[src/rtl/step_pulse_gen.sv]
// Step pulse generator: debounced pushbutton with manual single-step or automatic
// free-running step mode, where a key press toggles a pause in automatic mode.
`timescale 1ns/1ps

// state        | meaning
// RELEASED     | key released and stable; key_db=0
// PRESS_WAIT   | key seen pressed; counting stable cycles before accepting
// PRESSED      | key pressed and stable; key_db=1
// RELEASE_WAIT | key seen released; counting stable cycles before accepting
module step_pulse_gen #(
    parameter int DB_CYCLES = 500000,
    parameter int TICK_DIV  = 50000000
) (
    input  logic clk,
    input  logic clear_n,
    input  logic key_0,
    input  logic sw_0,
    output logic step,
    output logic key_db,
    output logic paused
);

    typedef enum logic [1:0] {
        RELEASED,
        PRESS_WAIT,
        PRESSED,
        RELEASE_WAIT
    } db_state_t;

    localparam logic [23:0] DB_LAST   = 24'(DB_CYCLES - 1);
    localparam logic [25:0] TICK_LAST = 26'(TICK_DIV - 1);

    logic        ks1, ks, ms1, ms;
    logic        ms_prev;
    db_state_t   state;
    logic [23:0] stable_cnt;
    logic [25:0] prescale;
    logic        press_now;

    // ks idles high (key released), ms idles low (manual mode)
    always_ff @(posedge clk) begin
        if (!clear_n) begin
            ks1 <= 1'b1;
            ks  <= 1'b1;
            ms1 <= 1'b0;
            ms  <= 1'b0;
        end else begin
            ks1 <= key_0;
            ks  <= ks1;
            ms1 <= sw_0;
            ms  <= ms1;
        end
    end

    assign press_now = (state == PRESS_WAIT) && !ks && (stable_cnt == DB_LAST);

    always_ff @(posedge clk) begin
        if (!clear_n) begin
            state      <= RELEASED;
            stable_cnt <= '0;
            key_db     <= 1'b0;
        end else begin
            case (state)
                RELEASED: begin
                    if (!ks) begin
                        state      <= PRESS_WAIT;
                        stable_cnt <= '0;
                    end
                end
                PRESS_WAIT: begin
                    if (ks) begin
                        state <= RELEASED;
                    end else if (stable_cnt == DB_LAST) begin
                        state  <= PRESSED;
                        key_db <= 1'b1;
                    end else begin
                        stable_cnt <= stable_cnt + 24'd1;
                    end
                end
                PRESSED: begin
                    if (ks) begin
                        state      <= RELEASE_WAIT;
                        stable_cnt <= '0;
                    end
                end
                RELEASE_WAIT: begin
                    if (!ks) begin
                        state <= PRESSED;
                    end else if (stable_cnt == DB_LAST) begin
                        state  <= RELEASED;
                        key_db <= 1'b0;
                    end else begin
                        stable_cnt <= stable_cnt + 24'd1;
                    end
                end
                default: begin
                    state      <= RELEASED;
                    stable_cnt <= '0;
                    key_db     <= 1'b0;
                end
            endcase
        end
    end

    // A mode change wins over everything else in its cycle, including a press.
    always_ff @(posedge clk) begin
        if (!clear_n) begin
            ms_prev  <= 1'b0;
            prescale <= '0;
            paused   <= 1'b0;
            step     <= 1'b0;
        end else begin
            ms_prev <= ms;
            step    <= 1'b0;
            if (ms != ms_prev) begin
                prescale <= '0;
                paused   <= 1'b0;
            end else if (!ms) begin
                prescale <= '0;
                paused   <= 1'b0;
                step     <= press_now;
            end else begin
                if (press_now) begin
                    paused <= !paused;
                end
                if (!paused) begin
                    if (prescale == TICK_LAST) begin
                        prescale <= '0;
                        step     <= 1'b1;
                    end else begin
                        prescale <= prescale + 26'd1;
                    end
                end
            end
        end
    end

endmodule
[config.mk]
export PLATFORM = sky130hd
export DESIGN_NAME = step_pulse_gen
export DESIGN_NICKNAME = d
export VERILOG_FILES = /design/src/rtl/step_pulse_gen.sv
export SDC_FILE = /design/constraint.sdc
export NUM_CORES = 1
export LEC_CHECK = 0
export CAP_MARGIN = 10
export CORE_UTILIZATION = 30
export DETAILED_ROUTE_END_ITERATION = 8
export GPL_TIMING_DRIVEN = 0
export SLEW_MARGIN = 20
export SYNTH_ARGS = -nofsm -noshare
export SYNTH_HDL_FRONTEND = slang
export SYNTH_SLANG_ARGS = --single-unit
[constraint.sdc]
create_clock -name clk -period 3.5 [get_ports clk]
set_input_delay 0.35 -clock clk [delete_from_list [all_inputs] [get_ports clk]]
set_output_delay 0.35 -clock clk [all_outputs]
set_load 0.01 [all_outputs]
## Word level (Yosys, flattened, before mapping)

Index checks and enable logic that the tools add are counted.

| word-level totals | value |
|---|---|
| output and inout port bits | 3 |
| logic and storage cells | 62 |
| input bits | 4 |
| bits in registers | 60 |

| operators by class | value |
|---|---|
| reduce and logical (&&, ||, !) cells | 11 |
| bitwise logic cells | 2 |
| mux-type cells | 22 |
| equality and inequality tests | 14 |
| $add $sub $neg | 2 |

Operators by type and width:

| kind | count |
|---|---|
| 2-to-1 mux 24 bit | 5 |
| one-hot mux 24 bit (4 select lines) | 1 |
| adder 26 x 1 -> 26 bit, second input constant | 1 |
| == test 26 bit, second input constant | 1 |
| 2-to-1 mux 26 bit | 1 |
| adder 24 x 1 -> 24 bit, second input constant | 1 |
| == test 24 x 19 -> 1 bit, second input constant | 1 |
| 2-to-1 mux 2 bit | 6 |
| inequality test 2 bit, second input constant | 5 |
| one-hot mux 2 bit (4 select lines) | 1 |
| AND reduction 4 bit | 2 |
| 2-to-1 mux 1 bit | 7 |
| AND reduction 5 bit | 1 |
| == test 2 bit, second input constant | 2 |
| inequality test 3 x 2 -> 1 bit, second input constant | 1 |
| inequality test 3 bit, second input constant | 1 |
| OR reduction 3 bit | 1 |
| == test 2 x 1 -> 1 bit, second input constant | 1 |
| logical AND 1 bit | 2 |
| zero test 1 bit | 2 |
| zero test 2 bit | 1 |
| inequality test 2 x 1 -> 1 bit, second input constant | 1 |
| NOT 1 bit | 2 |
| one-hot mux 1 bit (2 select lines) | 1 |
| other kinds (3) | 3 |

## Depth between registers and ports, before layout

| logic depth | value |
|---|---|
| depth after elaboration | 4 |
| gate-level depth with buffers | 7 |
| depth with buffers taken out | 6 |

## Worst setup path after synthesis

No wires, ideal clock.

| timing | value |
|---|---|
| kind | register -> register |
| start point | reg prescale[0] |
| end point | reg prescale[22] |
| library setup time | 0.115 ns |
| setup slack | 1.738 ns |
| arrival time | 1.647 ns |
| stages on the path, launching flop included | 8 |
| path buffers | 1 |
| data required time | 3.385 ns |
| period minus slack after synthesis | 1.762 ns |
| path through | dfxtp_1 -> ha_1 -> nand4b_4 -> or4_4 -> buf_6 -> nor3_2 -> xnor2_1 -> nor2_2 |

| on the way | value |
|---|---|
| cells in the longest elaborated chain, start to end | 2 |
| elaborated cells on any way between the ends | 3 |
| classes of those cells | add/sub (1); eq/ne (1); mux (1) |

Ends and longest elaborated chain:

| item | RTL line | RTL |
|---|---|---|
| from (decl) | 37 | `logic [25:0] prescale;` |
| from (signal assigned) | 131 | `prescale <= prescale + 26'd1;` |
| adder 26 x 1 -> 26 bit / == test 26 bit (equally long branches) | 131, 127 |  |
| 2-to-1 mux 26 bit (*) | 127 | `if (prescale == TICK_LAST) begin` |

Mark *: on every way between the ends. The rest lies on a longest branch, timed or not.
A chain may end at the register's enable or synchronous reset.

## Worst setup path after layout

| timing | value |
|---|---|
| start point | reg prescale[17] |
| end point | reg prescale[13] |

| on the way | value |
|---|---|
| cells in the longest elaborated chain, start to end | 2 |

Ends and longest elaborated chain:

| item | RTL line |
|---|---|
| == test 26 bit | 127 |
| 2-to-1 mux 26 bit | 127 |

Every way passes these cells.

==> flow_summary.yaml <==
placed_design:
  placed_cell_area_um2: 3130
  dp_hpwl_mm: 4.21
  place_inst: 463
  gp_congestion: 0.828
  pre_cts_slack_ns: 1.33
  port_buffers: 6
flow_run:
  max_cap_viol_count: 0
setup_path:
  r2r-end: "prescale[13]"
  rr_worst_depth: 7
  r2r_slack_ns: 1.41
  timing.rr.start: "prescale[17]"
  crit_path_end_kind: "register"
  critical_path_class: "register to register"
  worstPathRequired_ns: 3.74
  cp.arrival_ns: 2.32
  crit_fanout: 10
  start_kind: "register"
grt:
  grt_remaining_overflow: 0
  grt_pass1_vias: 2229
  grt_usage: 0.131
  grt_max_degree: 11
  grt_pass1_wl_mm: 10.5
  antenna_found_initial: 0
worst_hold_path:
  min_from: "ks1"
  whs_path_depth: 1
  whs_endpoint: "ks"
  min_path_type: "register to register"
die:
  core_um2: 9330
  rows: 35
  fp.dieW_um: 100
  ios: 7
  start_util: 0.312
  dieArea_um2: 10100
  die_y_um: 100
cts:
  clkTransAtPathRegs_ns: 0.07
  cts_num_sinks: 60
  root_buffer: "clkbuf_8"
  clockBufferDepth: 2
  ctsResizeCount: 0
  cts_buffers: 9
  cts_max_level: 3
  post_cts_buffers: 0
  cts_hold_buffers: 0
  insertion_delay_ns: 0.35
  cts_tree: "done"
final_layout:
  ff_latch_area_um2: 1200
  final_area_um2: 3330
  fillCellCount: 974
  layout-drive-gt1-share: 0.111
  postLayoutCoreUtil: 0.357
  final_cell_count_no_fill: 479
  multiInputGateArea_um2: 1620
  fin_nets: 351
  area_growth_pct: 14.6
  antennaDiodeCount: 0
synth:
  synth_edf_count: 0
  avgSynthCellArea_um2: 8.87
  netlist_area_um2: 2910
  synthArstFlopShare: 0
  yosys.area_share.simple: 0.354
  synth_compound_area_frac: 0.0714
  synth_top_family_by_area: "simple AND/OR/NAND/NOR gates"
  muxShareOfSynthArea: 0.00344
  synth_xor_area_frac: 0.120
  ys_types: 52
  synth_nets: 334
  ys_seq_area_frac: 0.413
  postSynthRegisterBits: 60
  ys_warn_count: 0
  synth_cells: 328
  synthAdderAreaFrac: 0.00861
  synth-main-ff-cell: "dfxtp_1"
power_and_ir_drop:
  p_sw_frac: 0.219
  totalPowerFinal_mw: 1.37
  p_comb_frac: 0.025
  sequentialPowerShare: 0.506
  power.internal_mw: 1.07
  power_density_nw_per_um2: 410
  clock_power_share: 0.469
  ir_worst_vdd_v: 0.000162
  p_sw_uw: 299
  p_leak_nw: 1.11
sta:
  maxSlewViolCount: 0
  skew_ns: 0.00575
  holdWs_ns: 0.423
  max_freq_mhz: 479
  fin_crit_ns: 2.09
  final.setup.tns_ns: 0
  hold_violations: 0
  rsz0062_at_grt: "no"
  finalSetupViolations: 0
  slew_headroom: 0.533
  period_share: 0.597
  worst_pin_slew_ns: 0.695
  worst_slack_ns: 1.41
drt:
  ant_nets: 0
  drt-initial-drc-count: 76
  drc_errors: 0
  via_per_inst: 4.88
  vias: 2337
  firstDrtPassIters: 4
  wl_per_cell_um: 12.3
  wl_mm: 5.92
outcome:
  status: "finished clean"
==> final cells by class <==
| cell class | count | area share |
|---|---|---|
| sequential | 60 | 0.360 |
| clock inverter | 4 | 0.0143 |
| clock buffer | 12 | 0.0466 |
| inverter | 5 | 0.00563 |
| timing repair buffer | 6 | 0.0180 |
| multi-input combinational | 251 | 0.487 |
| tap | 129 | 0.0484 |
| buffer | 12 | 0.0199 |
==> per-layer routing <==
metal | wire [µm] | vias up | track usage
met3 | 160 | 10 | 0.0374
met1 | 2960 | 1105 | 0.169
met4 | 99 | 0 | 0.0535
li1 | - | 1200 | -
met5 | 0 | - | 0
met2 | 2700 | 22 | 0.206
==> kinds of logic after synthesis <==
logic type / count (synthesis)
fa+ha+maj: 2
buf+inv: 17
flops: 60
simple gates: 177
compound gates: 31
mux: 1
xor+xnor: 40
==> flip-flops by register name, indices dropped and copies added (netlist names), named ones only <==
signal	flops
prescale	26
stable_cnt	24
key_db	1
state	1
paused	1
ks1	1
ms1	1
step	1
ms	1
ks	1
ms_prev	1
==> worst max-delay path by stage <==
stage | from | to | slack, ns | cells past startpoint
floorplan | prescale[0] | prescale[22] | 1.74 | 7
global placement | clear_n | stable_cnt[17] | 1.37 | 5
detailed placement | clear_n | stable_cnt[22] | 1.33 | 5
CTS | prescale[17] | prescale[13] | 1.38 | 7
global route | prescale[17] | prescale[13] | 1.17 | 7
finish | prescale[17] | prescale[13] | 1.41 | 7
==> critical path: stages, from the launching register on <==
cell and delay, ns:
dfxtp_1 0.40, nor4bb_1 0.30, nand4_1 0.15, nor4_1 0.36
or2_2 0.19, clkbuf_1 0.25, buf_2 0.27, nor2_1 0.07
==> cell usage after synthesis, types with 6 or more instances <==
cell      number  share of area
nor3_1         8          0.014
nor2_1        51          0.066
nand4_1       13          0.028
and3_1         6          0.013
a21oi_1        7          0.012
dfxtp_1       60           0.41
nand3_1       25          0.043
clkbuf_1       7         0.0090
xor2_1        25          0.075
nand2_1       21          0.027
xnor2_1       15          0.045
==> power by group through the flow <==
stage	clock network (mW)	registers, mW	logic (mW)
floorplan	0	0.707	0.0201
global placement	0	0.706	0.0342
detailed placement	0	0.706	0.0348
CTS	0.658	0.691	0.0350
global route	0.693	0.691	0.0389
finish	0.640	0.691	0.0346
==> layout by cell type, fill, tap and decap left out, drive strengths merged, types with 6 or more instances in the layout <==
cell type      instances
nand3                 26
nand4                 15
xor2                  25
clkbuf                19
nor2                  53
a21oi                  7
nor4                   8
and3                   6
clkdlybuf4s50          6
nand2                 22
xnor2                 15
nand4b                 6
nor3                  11
dfxtp                 60
Note: power is estimated with default switching activity, not from simulation.
==> RTL edit 1: new RTL, same flow settings <==
Add an input register stage for `clear_n`, `key_0` and `sw_0`, without a reset; this delays them by one clock.
--- a/src/rtl/step_pulse_gen.sv
+++ b/src/rtl/step_pulse_gen.sv
@@ -31,4 +31,14 @@
     localparam logic [25:0] TICK_LAST = 26'(TICK_DIV - 1);
 
+    logic clear_n_q;
+    logic key_0_q;
+    logic sw_0_q;
+
+    always_ff @(posedge clk) begin
+        clear_n_q <= clear_n;
+        key_0_q   <= key_0;
+        sw_0_q    <= sw_0;
+    end
+
     logic        ks1, ks, ms1, ms;
     logic        ms_prev;
@@ -40,5 +50,5 @@
     // ks idles high (key released), ms idles low (manual mode)
     always_ff @(posedge clk) begin
-        if (!clear_n) begin
+        if (!clear_n_q) begin
             ks1 <= 1'b1;
             ks  <= 1'b1;
@@ -46,7 +56,7 @@
             ms  <= 1'b0;
         end else begin
-            ks1 <= key_0;
+            ks1 <= key_0_q;
             ks  <= ks1;
-            ms1 <= sw_0;
+            ms1 <= sw_0_q;
             ms  <= ms1;
         end
@@ -56,5 +66,5 @@
 
     always_ff @(posedge clk) begin
-        if (!clear_n) begin
+        if (!clear_n_q) begin
             state      <= RELEASED;
             stable_cnt <= '0;
@@ -105,5 +115,5 @@
     // A mode change wins over everything else in its cycle, including a press.
     always_ff @(posedge clk) begin
-        if (!clear_n) begin
+        if (!clear_n_q) begin
             ms_prev  <= 1'b0;
             prescale <= '0;
Formal check against the unedited RTL: same outputs for any inputs over 4 cycles, from zero or initial values; that may be too few to reach the edited logic, so the function may still have changed.
==> RTL edit 1 against the unedited design <==
  * Total power increased by 7.2%
  * Wire length increased by 17%
  * Setup slack got worse by 250 ps
  * Clock skew up 6.5 ps
  * Via count grew 15%
  * Worst hold slack lost 9.3 ps
  * Sequential cell count rose by 3
  * Largest power group unchanged
  * Area after synthesis grew 6.5%
  * Design area rose by 6.1%
==> RTL edit 1: results (changes against the unedited design) <==
| Metric | Value |
|---|---|
| Compound-gate portion of the synthesized area | `13.9% (was 7.14%)` |
| Sequential cells | `63 (was 60)` |
| Sw Share | `21.1% (was 21.9%)` |
| Layout non-clock buf frac | `4.39% (was 3.79%)` |
| VDD IR-drop max | `0.278 mV (was 0.162 mV)` |
| Synth area leaders | `dfxtp_1 (41%), nand2_1 (4.1%), nor3_1 (3.9%) (was dfxtp_1 (41%), xor2_1 (7.5%), nor2_1 (6.6%))` |
| CP arrival | `2550 ps (was 2320 ps)` |
| DP Area | `3320 sq um (was 3130 sq um)` |
| Multi-input combinational cell count | `263 (was 251)` |
| Vias in the first global route | `2506 (was 2229)` |
| Status | `completed (unchanged)` |
| Slew @ Worst Pin | `800 ps (was 695 ps)` |
| Crit-path max cell delay | `680 ps (was 400 ps)` |
| All-Layer GR Usage | `14.0% (was 13.1%)` |
| Cell leakage power | `1.11 nW (about the same)` |
| Max stage delay cell, worst path | `nor3b_1 (was dfxtp_1)` |
| XOR/XNOR share of the synthesized area | `4.77% (was 12.0%)` |
| Share of layout cells above drive strength 1 | `6.88% (was 11.1%)` |
| Seq/Total Area, Yosys | `40.7% (was 41.3%)` |
| Mux cell area share after synthesis | `2.26% (was 0.344%)` |
| Syn_nets | `363 (was 334)` |
| CTS H-tree depth | `3 (unchanged)` |
| Die extent in x | `104 microns (was 100 microns)` |
| Netlist cell types | `54 (was 52)` |
| # fillers | `1050 (was 974)` |
| Clock power share | `47.8% (was 46.9%)` |
| Clock Skew | `12.2 ps (was 5.75 ps)` |
| Cell area power density | `414 nW/um^2 (was 410 nW/um^2)` |
| Fraction of area in multi-input gates | `48.2% (was 48.7%)` |
| Clk cell area share | `6.02% (was 6.08%)` |
| R2r startpoint | `prescale[0] (was prescale[17])` |
| Post-synth top cells | `dfxtp_1 (63), nand2_1 (34), nor3_1 (24) (was dfxtp_1 (60), nor2_1 (51), nand3_1 (25), xor2_1 (25), nand2_1 (21))` |
| Adder-Cell Fraction of Synth Area | `0.808% (was 0.861%)` |
| First-pass GRT wire length | `11900 microns (was 10500 microns)` |
| Register area | `1260 sq um (was 1200 sq um)` |
| Hpwl dp | `4810 microns (was 4210 microns)` |
| Number of antenna diodes | `0 (unchanged)` |
| Sequential share of power | `49.7% (was 50.6%)` |
| Wire length per cell | `13.5 microns (was 12.3 microns)` |
| Worst Min Path Start | `key_0_q (was ks1)` |
-- RTL edit 1: cell types whose count changed after synthesis, sizes merged, moves of 6 or more --
cell,change
mux2i,+6
or3,+6
clkbuf,+10
o21ai,+12
nor2,-43
nand2,+12
a211oi,+11
o211ai,+6
nand3,-6
nor3,+13
or4,+16
and4,+6
xor2,-19
-- RTL edit 1: worst paths after layout --
check	endpoint	slack, ps	cells past startpoint
max	prescale[1]	1160	6
min	ks1	410	1
max reg2reg	prescale[1]	1160	6
min reg2reg	ks1	410	1
-- RTL edit 1: metrics by stage --
stage	setup slack (ps)	cells	utilization, %
CTS	1100	511	35.7
global route	881	511	35.7
global placement	1180	496	33.5
detailed placement	1110	496	33.5
finish	1160	511	35.7
floorplan	1510	357	-
-- RTL edit 1: layer usage --
layer	GRT usage [%]	vias up	routed length [microns]
met2	22.2	28	3200
met5	0	-	0
li1	-	1375	-
met3	5.03	15	226
met4	7.25	0	158
met1	16.7	1277	3320
==> RTL edit 2: new RTL, same flow settings <==
Made on the original files. `TICK_DIV`: 50000000 -> 37500000.
--- a/src/rtl/step_pulse_gen.sv
+++ b/src/rtl/step_pulse_gen.sv
@@ -10,5 +10,5 @@
 module step_pulse_gen #(
     parameter int DB_CYCLES = 500000,
-    parameter int TICK_DIV  = 50000000
+    parameter int TICK_DIV  = 37500000
 ) (
     input  logic clk,
Formal check against the unedited RTL: no difference found for any inputs over 10 cycles, from zero or initial values; that may be too few to reach the edited logic, so the function may still have changed.
==> RTL edit 2 against the unedited design <==
  * Die area rose by 0.42%
  * Setup slack got worse by 320 ps
  * Total power is 6.6% lower
  * Wire length increased by 4.9%
  * First-iteration DRC count increased by 12%
  * Design area shrank 0.34%
  * Sequential cell count unchanged
  * Area after synthesis is 0.43% higher
  * Critical endpoint is now prescale[5]
  * Largest cell class unchanged
  * Largest power group unchanged
  * Highest routed layer unchanged
==> RTL edit 2: results (changes against the unedited design) <==
| Metric | Value |
|---|---|
| Final Routed Wirelength | `6200 microns (was 5920 microns)` |
| All-Layer GR Usage | `13.6% (was 13.1%)` |
| Fin nets | `357 (was 351)` |
| Post-synth top cells | `dfxtp_1 (60), nor2_1 (40), nand3_1 (25) (was dfxtp_1 (60), nor2_1 (51), nand3_1 (25), xor2_1 (25), nand2_1 (21))` |
| Slew @ Worst Pin | `561 ps (was 695 ps)` |
| Top flop regs | `prescale (26), stable_cnt (24) (unchanged)` |
| Seq/Total Area, Yosys | `41.1% (was 41.3%)` |
| I/O Buffers | `6 (unchanged)` |
| Iteration-0 DRC Markers | `85 (was 76)` |
| Max stage delay cell, worst path | `or4_1 (was dfxtp_1)` |
| Crit-path max cell delay | `490 ps (was 400 ps)` |
| Largest net degree at the start of global routing | `12 (was 11)` |
| Netlist cell types | `53 (was 52)` |
| Share of layout cells above drive strength 1 | `12.4% (was 11.1%)` |
| CTS Buf Count | `9 (unchanged)` |
| Clock Skew | `12.2 ps (was 5.75 ps)` |
| Cell leakage power | `0.987 nW (was 1.11 nW)` |
| Syn_nets | `340 (was 334)` |
| Status | `completed (unchanged)` |
| CP arrival | `2630 ps (was 2320 ps)` |
| Vias in the first global route | `2328 (was 2229)` |
| CTS H-tree depth | `3 (unchanged)` |
| Post-CTS Resized | `0 (unchanged)` |
| First-pass GRT wire length | `10900 microns (was 10500 microns)` |
| Clk slew on worst S/H paths | `70 ps (about the same)` |
| CP max FO | `10 (unchanged)` |
| GP Congestion | `0.855 (was 0.828)` |
| CP delay by family, top | `simple AND/OR/NAND/NOR gates (unchanged)` |
| Synth area leaders | `dfxtp_1 (41%), nor2_1 (5.1%), xnor2_1 (4.5%) (was dfxtp_1 (41%), xor2_1 (7.5%), nor2_1 (6.6%))` |
| Hpwl dp | `4330 microns (was 4210 microns)` |
| Synth warn | `0 (unchanged)` |
| Drt first pass iters | `4 (unchanged)` |
| Number of antenna diodes | `0 (unchanged)` |
| VDD IR-drop max | `0.191 mV (was 0.162 mV)` |
| Skew-Pair Late Insertion Delay | `340 ps` |
| Hold Crit Class | `reg -> reg (unchanged)` |
| DP Area | `3140 sq um (was 3130 sq um)` |
| Vias per cell | `5.04 (was 4.88)` |
## RTL edit 2: layer usage
| metal | GRT usage [%] | part of all wire (%) | wire [microns] | up-vias |
|---|---|---|---|---|
| met3 | 4.37 | 3.9 | 241 | 15 |
| li1 | - | - | - | 1249 |
| met4 | 5.02 | 2.2 | 134 | 0 |
| met2 | 21.7 | 47 | 2900 | 34 |
| met5 | 0 | 0 | 0 | - |
| met1 | 17.2 | 47 | 2930 | 1144 |
## RTL edit 2: logic make-up after synthesis
family / Yosys count / synth area share (%)
mux: 2 / 0.686
compound gates: 54 / 13.7
flops: 60 / 41.1
simple gates: 170 / 32.2
fa+ha+maj: 2 / 0.857
buf+inv: 20 / 3.34
xor+xnor: 26 / 8.05
## RTL edit 2: area by class of cell
class | instances | area, sq um
buffer | 12 | 67.6
clock buffer | 11 | 141
clock inverter | 5 | 37.5
fill | 991 | 6010
inverter | 8 | 30.0
multi-input combinational | 254 | 1620
sequential | 60 | 1200
tap | 129 | 161
timing repair buffer | 6 | 60.1
## RTL edit 2: worst paths after layout
check               from     endpoint  slack, ps  depth (start not counted)
hold / removal       ks1           ks        420                          1
setup reg to reg  paused  prescale[5]       1090                          8
setup / recovery  paused  prescale[5]       1090                          8
hold reg to reg      ks1           ks        420                          1
## RTL edit 2: per-stage QoR
step	instances	setup WS [ps]	hold WS (ps)	power (mW)
after floorplan	334	1490	386	0.725
after global placement	469	1110	390	0.736
after detailed placement	469	1060	396	0.736
after CTS	485	1030	414	1.29
after global routing	485	858	446	1.33
final	485	1090	416	1.28
## RTL edit 2: power breakdown
part	switching, mW	total (mW)	internal, mW
combinational	0.0212	0.0328	0.0116
sequential	0.00175	0.687	0.685
clock	0.279	0.556	0.277
total	0.302	1.28	0.974
